==> src/rtl/rinv_qt_multiply.sv <==
// rinv_qt_multiply
//   Loads Q^T (3x3, Q4.12, row-major) and then requests R^-1 from the
//   upper-triangular inverse stage. It forms A^-1 = R^-1 * Q^T on a single
//   shared MAC and streams the nine results out in row-major order.
//
// Ports
//   CLK, RST_n      clock (rising edge); asynchronous active-low reset
//   start_mult      one-cycle start request, accepted only in IDLE
//   q_data/q_valid  Q^T element stream, row-major, gaps allowed
//   r_mat_inv       R^-1 element stream, one word per cycle after start_inverse
//   done_inverse    completion pulse from the inverse stage
//   start_inverse   one-cycle registered request to the inverse stage
//   a_inv/a_inv_valid  result stream, nine consecutive words
//   done_mult       pulse coinciding with the last a_inv_valid
//   busy            high in every state except IDLE
//   seq_err         sticky protocol error, cleared by reset or an accepted start
module rinv_qt_multiply #(
  parameter int DATA_W = 16,
  parameter int FRAC_W = 12,
  parameter int ACC_W  = 34
) (
  input  logic              CLK,
  input  logic              RST_n,
  input  logic              start_mult,
  input  logic [DATA_W-1:0] q_data,
  input  logic              q_valid,
  input  logic [DATA_W-1:0] r_mat_inv,
  input  logic              done_inverse,
  output logic              start_inverse,
  output logic [DATA_W-1:0] a_inv,
  output logic              a_inv_valid,
  output logic              done_mult,
  output logic              busy,
  output logic              seq_err
);

  typedef enum logic [2:0] {IDLE, LOAD_Q, REQ_R, FETCH_R, COMPUTE, OUT} state_t;

  localparam logic signed [ACC_W-1:0] SAT_MAX = ACC_W'(2**(DATA_W-1) - 1);
  localparam logic signed [ACC_W-1:0] SAT_MIN = ACC_W'(-(2**(DATA_W-1)));

  function automatic logic signed [DATA_W-1:0] sat(input logic signed [ACC_W-1:0] v);
    if (v > SAT_MAX)      sat = SAT_MAX[DATA_W-1:0];
    else if (v < SAT_MIN) sat = SAT_MIN[DATA_W-1:0];
    else                  sat = v[DATA_W-1:0];
  endfunction

  state_t state, state_nxt;

  logic signed [DATA_W-1:0] qt [0:8];
  logic signed [DATA_W-1:0] ri [0:8];
  logic signed [DATA_W-1:0] ob [0:8];

  // cnt is shared: Q word index, fetch edge count, element index, output index
  logic [3:0] cnt;
  logic [1:0] r_idx, c_idx, k_idx;
  logic signed [ACC_W-1:0] acc;

  logic [3:0]                 ri_addr, qt_addr;
  logic signed [2*DATA_W-1:0] prod;
  logic signed [ACC_W-1:0]    prod_ext, acc_base, acc_sum;

  assign ri_addr  = {2'b00, r_idx} * 4'd3 + {2'b00, k_idx};
  assign qt_addr  = {2'b00, k_idx} * 4'd3 + {2'b00, c_idx};
  assign prod     = ri[ri_addr] * qt[qt_addr];
  assign prod_ext = ACC_W'(prod);
  // accumulator restarts with the first product of every element
  assign acc_base = (k_idx == 2'd0) ? {ACC_W{1'b0}} : acc;
  assign acc_sum  = acc_base + prod_ext;

  assign busy = (state != IDLE);

  always_ff @(posedge CLK or negedge RST_n) begin
    if (!RST_n) state <= IDLE;
    else        state <= state_nxt;
  end

  always_comb begin
    state_nxt = state;
    case (state)
      IDLE:    if (start_mult) state_nxt = LOAD_Q;
      LOAD_Q:  if (q_valid && cnt == 4'd8) state_nxt = REQ_R;
      REQ_R:   state_nxt = FETCH_R;
      FETCH_R: if (cnt == 4'd9) state_nxt = COMPUTE;
      COMPUTE: if (cnt == 4'd8 && k_idx == 2'd2) state_nxt = OUT;
      OUT:     if (cnt == 4'd8) state_nxt = IDLE;
      default: state_nxt = IDLE;
    endcase
  end

  always_ff @(posedge CLK or negedge RST_n) begin
    if (!RST_n) begin
      start_inverse <= 1'b0;
      a_inv         <= '0;
      a_inv_valid   <= 1'b0;
      done_mult     <= 1'b0;
      seq_err       <= 1'b0;
      cnt           <= '0;
      r_idx         <= '0;
      c_idx         <= '0;
      k_idx         <= '0;
      acc           <= '0;
      for (int n = 0; n < 9; n++) begin
        qt[n] <= '0;
        ri[n] <= '0;
        ob[n] <= '0;
      end
    end else begin
      // start_inverse is high during the cycle after REQ_R, i.e. the first FETCH_R cycle
      start_inverse <= (state == REQ_R);
      a_inv_valid   <= 1'b0;
      done_mult     <= 1'b0;
      case (state)
        IDLE: begin
          if (start_mult) begin
            seq_err <= 1'b0;
            cnt     <= '0;
            r_idx   <= '0;
            c_idx   <= '0;
            k_idx   <= '0;
          end
        end
        LOAD_Q: begin
          if (q_valid) begin
            qt[cnt] <= q_data;
            cnt     <= (cnt == 4'd8) ? 4'd0 : cnt + 4'd1;
          end
        end
        REQ_R: cnt <= '0;
        FETCH_R: begin
          // cnt==0 is the edge that samples start_inverse; captures follow on 1..9
          if (cnt != 4'd0) ri[cnt - 4'd1] <= r_mat_inv;
          if (cnt == 4'd9) begin
            if (!done_inverse) seq_err <= 1'b1;
            cnt <= '0;
          end else begin
            if (done_inverse) seq_err <= 1'b1;
            cnt <= cnt + 4'd1;
          end
        end
        COMPUTE: begin
          acc <= acc_sum;
          if (k_idx == 2'd2) begin
            ob[cnt] <= sat(acc_sum >>> FRAC_W);
            k_idx   <= '0;
            cnt     <= (cnt == 4'd8) ? 4'd0 : cnt + 4'd1;
            if (c_idx == 2'd2) begin
              c_idx <= '0;
              r_idx <= r_idx + 2'd1;
            end else begin
              c_idx <= c_idx + 2'd1;
            end
          end else begin
            k_idx <= k_idx + 2'd1;
          end
        end
        OUT: begin
          a_inv       <= ob[cnt];
          a_inv_valid <= 1'b1;
          done_mult   <= (cnt == 4'd8);
          cnt         <= (cnt == 4'd8) ? 4'd0 : cnt + 4'd1;
        end
        default: ;
      endcase
    end
  end

endmodule

==> config.mk <==
export PLATFORM = sky130hd
export DESIGN_NAME = rinv_qt_multiply
export DESIGN_NICKNAME = d
export VERILOG_FILES = /design/src/rtl/rinv_qt_multiply.sv
export SDC_FILE = /design/constraint.sdc
export NUM_CORES = 2
export LEC_CHECK = 0
export CAP_MARGIN = 20
export CORE_UTILIZATION = 69
export DETAILED_ROUTE_END_ITERATION = 6
export GPL_TIMING_DRIVEN = 0
export PLACE_DENSITY_LB_ADDON = 0.12
export SLEW_MARGIN = 30
export SYNTH_ARGS = -nofsm -noshare
export SYNTH_HDL_FRONTEND = slang
export SYNTH_SLANG_ARGS = --single-unit
==> constraint.sdc <==
create_clock -name CLK -period 16.6 [get_ports CLK]
set_input_delay 4.98 -clock CLK [delete_from_list [all_inputs] [get_ports CLK]]
set_output_delay 4.98 -clock CLK [all_outputs]
set_load 0.03 [all_outputs]
; ---- Word-level counts from Yosys, hierarchy flattened
; Cells that the tools add are included.
[classes]
n_lt_le_gt_ge = 8
addsub = 8
n_mul = 3
mux = 49
reduce_logical = 20
bitwise = 4
eq_ne = 19
[ops]
columns = operator, n
row1 = $bwmux 144, 3
row2 = $bmux 16 s4, 3
row3 = $mux 16, 12
row4 = $demux 16 s4, 2
row5 = $add 34x32->34, 1
row6 = $mux 34, 1
row7 = $mul 16x16->32, 1
row8 = $pmux 4 s6, 1
row9 = $gt 22x16->1 const B, 1
row10 = $lt 22x16->1 const B, 1
row11 = $ge 5x5->1 const B, 4
row12 = $mux 4, 5
row13 = $not 4->5, 4
row14 = $pmux 3 s6, 1
row15 = $ne 2x2->1 const B, 8
row16 = $mux 3, 5
row17 = $mux 2, 6
row18 = $pmux 2 s2, 3
row19 = $reduce_and 4->1, 3
row20 = $lt 5x1->1 const B, 2
row21 = $add 4x2->4, 2
row22 = $eq 4x4->1 const B, 2
row23 = $mul 2x2->4 const B, 2
row24 = $reduce_and 2->1, 4
row25 = 19 further kinds, 34
[word_totals]
register_bits = 499
output_inout_bits = 21

; ---- Depth between registers and ports, before layout
[depth]
depth_word = 14
depth_mapped = 37

; ---- Worst setup path before layout
; OpenSTA, ideal clock, no wires.
[synth_timing]
path_type = register -> register
from = register k_idx[1]
to = register ob[13] in the netlist's numbering
setup_ns = 0.121
stages_incl_launch_ff = 34
path_slack_ns = 7.194
t_arrival_ns = 9.285
required_time_ns = 16.479
path_cell_list = dfrtp_1 -> inv_1 -> fa_1 -> inv_1 -> ha_1 -> fa_1 -> buf_2 -> or3b_2 -> nor2_1 -> clkbuf_1 -> nand2_1 -> o21ai_0 -> clkbuf_1 -> nand2_1 -> fa_1 -> inv_1 -> fa_1 -> fa_1 -> fa_1 -> fa_1 -> inv_1 -> fa_1 -> inv_1 -> ha_1 -> a21o_1 -> a31o_1 -> a2111oi_4 -> o21ai_0 -> or3_1 -> a221oi_2 -> nand4_2 -> buf_6 -> o2bb2ai_4 -> a22o_1
[synth_via]
elab_chain_len = 14
elab_cells_between_ends = 24
[synth_rtl]
columns = item, line
row1 = from (decl), 56  ; logic [1:0] r_idx, c_idx, k_idx;
row2 = from (signal assigned), 154  ; k_idx <= k_idx + 2'd1;
row3 = $mul 2x2->4, 64  ; assign qt_addr = {2'b00, k_idx} * 4'd3 + {2'b00, c_idx};
row4 = $add 4x2->4, 64
row5 = $not 4->5 (not written as such), 65  ; assign prod = ri[ri_addr] * qt[qt_addr];
row6 = $bmux 16 s4, 65
row7 = $mux 16 (not written as such) (2 in a row), 65
row8 = $mul 16x16->32, 65
row9 = $add 34x32->34, 69  ; assign acc_sum = acc_base + prod_ext;
row10 = $lt 22x16->1, 44  ; else if (v < SAT_MIN) sat = SAT_MIN[DATA_W-1:0];
row11 = $mux 16, 44
row12 = $mux 16, 43  ; if (v > SAT_MAX) sat = SAT_MAX[DATA_W-1:0];
row13 = $mux 16, 143  ; if (k_idx == 2'd2) begin
row14 = $mux 16, 113  ; case (state)
row15 = $bwmux 144, 144  ; ob[cnt] <= sat(acc_sum >>> FRAC_W);
row16 = "to (signal, indexed assignment)", 144
row17 = to (decl), 52  ; logic signed [DATA_W-1:0] ob [0:8];
; Parallel ways exist; a longest one is shown, timed or not. The select of a mux whose other input is x is not followed.
; A chain may end at the register's enable or synchronous reset.

; ---- Worst setup path in the final report
[layout_timing]
from = register k_idx[1]
to = register ob[97] in the netlist's numbering
; The elaborated chain is that of the path after synthesis.

==> implementation parameters <==
Parameter                              Value

Worst setup path
  Startpoint types    flip-flop
  Maximum net fanout on the critical path    10
  CP required    roughly 17,000 ps
  Setup CP Type    reg -> reg
  Count of buffering cells on the critical path with inverters included    6
  Most common cell type on the critical path    fa_1
  Data arrival time at the worst-slack endpoint    roughly 13,000 ps
  Delay contributed by the slowest stage of the critical path    approximately 780 ps
  Critical path capture point type    flip-flop
  Slowest library cell on the worst path    fa_1
  Crit path max-delay family    adder cells

STA
  Final cycle utilization of the critical path    0.732
  Setup Skew    approximately 75 ps
  Number of hold violations in the final report    0
  Slew of the pin with the lowest slew margin    approximately 1100 ps
  Total negative slack for setup checks    0 ps
  Final setup violation count    0
  Headroom to the max-slew limit    0.286
  Fmax    0.0822 GHz
  Final min period    about 12,000 ps
  Max Transition Viols Final    0
  Setup repair after global routing missed its margin    false

Die
  Die outline height    between 200 and 250 um
  Horizontal die dimension    between 200 and 250 um
  I/O pin count    58
  Full die area    between 40,000 and 50,000 sq um
  Std-Cell Core Area    between 40,000 and 50,000 sq um
  Initial standard-cell utilization of the core    0.705
  Num rows    80

Final layout
  Count of inserted antenna diode cells    0
  Final core area utilization    0.775
  # fillers    between 3,000 and 4,000
  Multi-input combinational cell area    slightly below 20,000 sq um
  Final cell area excluding filler cells    approximately 37,000 sq um
  Combined flip-flop and latch cell area    12,500 sq um
  Area overhead of the layout relative to synthesis    9.99%
  Fraction of final layout cells sized beyond drive strength 1    0.176
  Nets@finish    ~3,600
  Most frequent cells in the layout    dfrtp_1, inv_1, nand2_1
  Most common cell after layout, fill and taps aside    dfrtp_1

Global routing
  Pin count of the biggest net entering global routing    97
  Number of global-route vias before repair    roughly 25,000
  Initial antenna violation count    0
  GRT Overall Usage    0.366
  Global route total overflow    0
  First-pass GRT wire length    between 100,000 and 150,000 um

Synthesis
  Synth async-reset ratio    1.00
  Number of flops mapped to enable cells by yosys    0
  Most frequently used flop master after synthesis    dfrtp_1
  Sequential-to-total area share from yosys stat    0.369
  #FFs+latches synth    roughly 500
  Post-Synthesis Cell Area    about 34,000 sq um
  Net count after synthesis    3,457
  Post-synthesis cell count    roughly 3,000
  Total of warnings raised by yosys    0
  Avg Synthesized Cell Area    between 10 and 15 sq um
  Unique cell type count in the Yosys netlist    67

Routing
  Count of vias placed by the detailed router    between 20,000 and 25,000
  Vias/cell    ~6.3
  Total Wirelength    87,000 um
  Post-detailed-route count of antenna-violating nets    0
  DRC marker count from the first detailed-route iteration    approximately 1,900
  Iteration count of the initial detailed-routing pass    5
  DRC violation count after routing    0
  Post-detailed-route wirelength per cell    roughly 23 um

Clock tree
  TritonCTS clock tree    yes
  Post-CTS Resized    0
  Clock latency on the worst-skew pair    640 ps
  Longest Clk Path Bufs    3
  Clock slew at the register clock pins of the worst setup and hold paths    about 60 ps
  Number of buffers created by CTS    52
  Master cell of the clock root buffer    clkbuf_16
  Total clock sinks    approximately 500
  Post-CTS setup repair buffer count    0
  Number of buffers inserted for hold repair after clock tree synthesis    0
  Depth of the CTS H-tree    2

Placed design
  Global placement routability congestion    0.977
  Port bufs    57
  Post-detailed-placement half-perimeter wirelength    roughly 65,000 um
  Placement-stage cell area    about 35,000 sq um

Outcome
  Result of the run    finished clean

Min path
  Worst min-delay path class    reg -> reg

Run
  Number of maximum-capacitance constraint violations    0
==> per-layer routing <==
layer | wire length, um | vias to the layer above | track usage
met5 | 0 | - | 0
met4 | 3290 | 0 | 0.135
met3 | 6010 | 200 | 0.0641
met2 | 42900 | 982 | 0.609
met1 | 34800 | 12300 | 0.487
li1 | - | 10100 | -
==> Yosys cell counts (all sizes together) (26+ instances only) <==
master | count | area [sq um]
nand2 | 351 | 1320
mux2 | 292 | 3290
xnor2 | 26 | 228
a22o | 31 | 272
ha | 117 | 1460
buf | 35 | 175
fa | 309 | 6190
clkbuf | 100 | 375
o21ai | 208 | 1040
mux4 | 96 | 2160
nor2b | 39 | 244
mux2i | 50 | 500
dfrtp | 499 | 12500
inv | 383 | 1440
nor2 | 209 | 787
a21oi | 55 | 275
==> registers in the layout, summed over array words and instances (netlist names), 2 cells and up <==
| name | cells |
|---|---|
| a_inv | 16 |
| acc | 34 |
| c_idx | 2 |
| cnt | 4 |
| k_idx | 2 |
| ob | 144 |
| qt | 144 |
| r_idx | 2 |
| ri | 144 |
| state | 3 |
==> worst min-delay path: stages, from the launching register on <==
cell and delay [ps]:
dfrtp_1 340, nand2_1 50, nand2_1 60
==> stage by stage <==
stage	instances	setup WS, ps	hold WS (ps)
detailed placement	3672	4760	456
floorplan	2994	7190	431
global route	3770	3940	497
global placement	3666	-10370	449
finish	3770	4440	473
CTS	3770	4650	473
==> final timing paths <==
kind / endpoint / cells past startpoint / slack (ps) / from
worst min-delay path: acc[2] / 2 / 470 / acc[2]
max in group asynchronous: qt[137] / 4 / 10940 / RST_n
worst min register to register: acc[2] / 2 / 470 / acc[2]
worst max register to register: ob[97] / 29 / 4440 / k_idx[1]
min in group asynchronous: acc[30] / 1 / 4180 / RST_n
worst max-delay path: ob[97] / 29 / 4440 / k_idx[1]
==> logic make-up after synthesis <==
family / synth area share
AO/OA/AOI/OAI: 0.0780
XOR/XNOR: 0.00983
buffers and inverters: 0.0587
AND/OR/NAND/NOR: 0.0831
flip-flops: 0.369
adder cells (fa/ha/maj): 0.226
multiplexers: 0.176
==> area by class of cell <==
type,instances,share of cell area
tap,615,0.0207
clock inverter,23,0.00783
multi-input combinational,1977,0.521
clock buffer,75,0.0416
inverter,383,0.0386
buffer,135,0.0149
sequential,499,0.335
timing repair buffer,63,0.0199
Power is left out: the tool's default activity adds up to more than one toggle a clock period on the data nets, which glitch-free logic cannot reach.
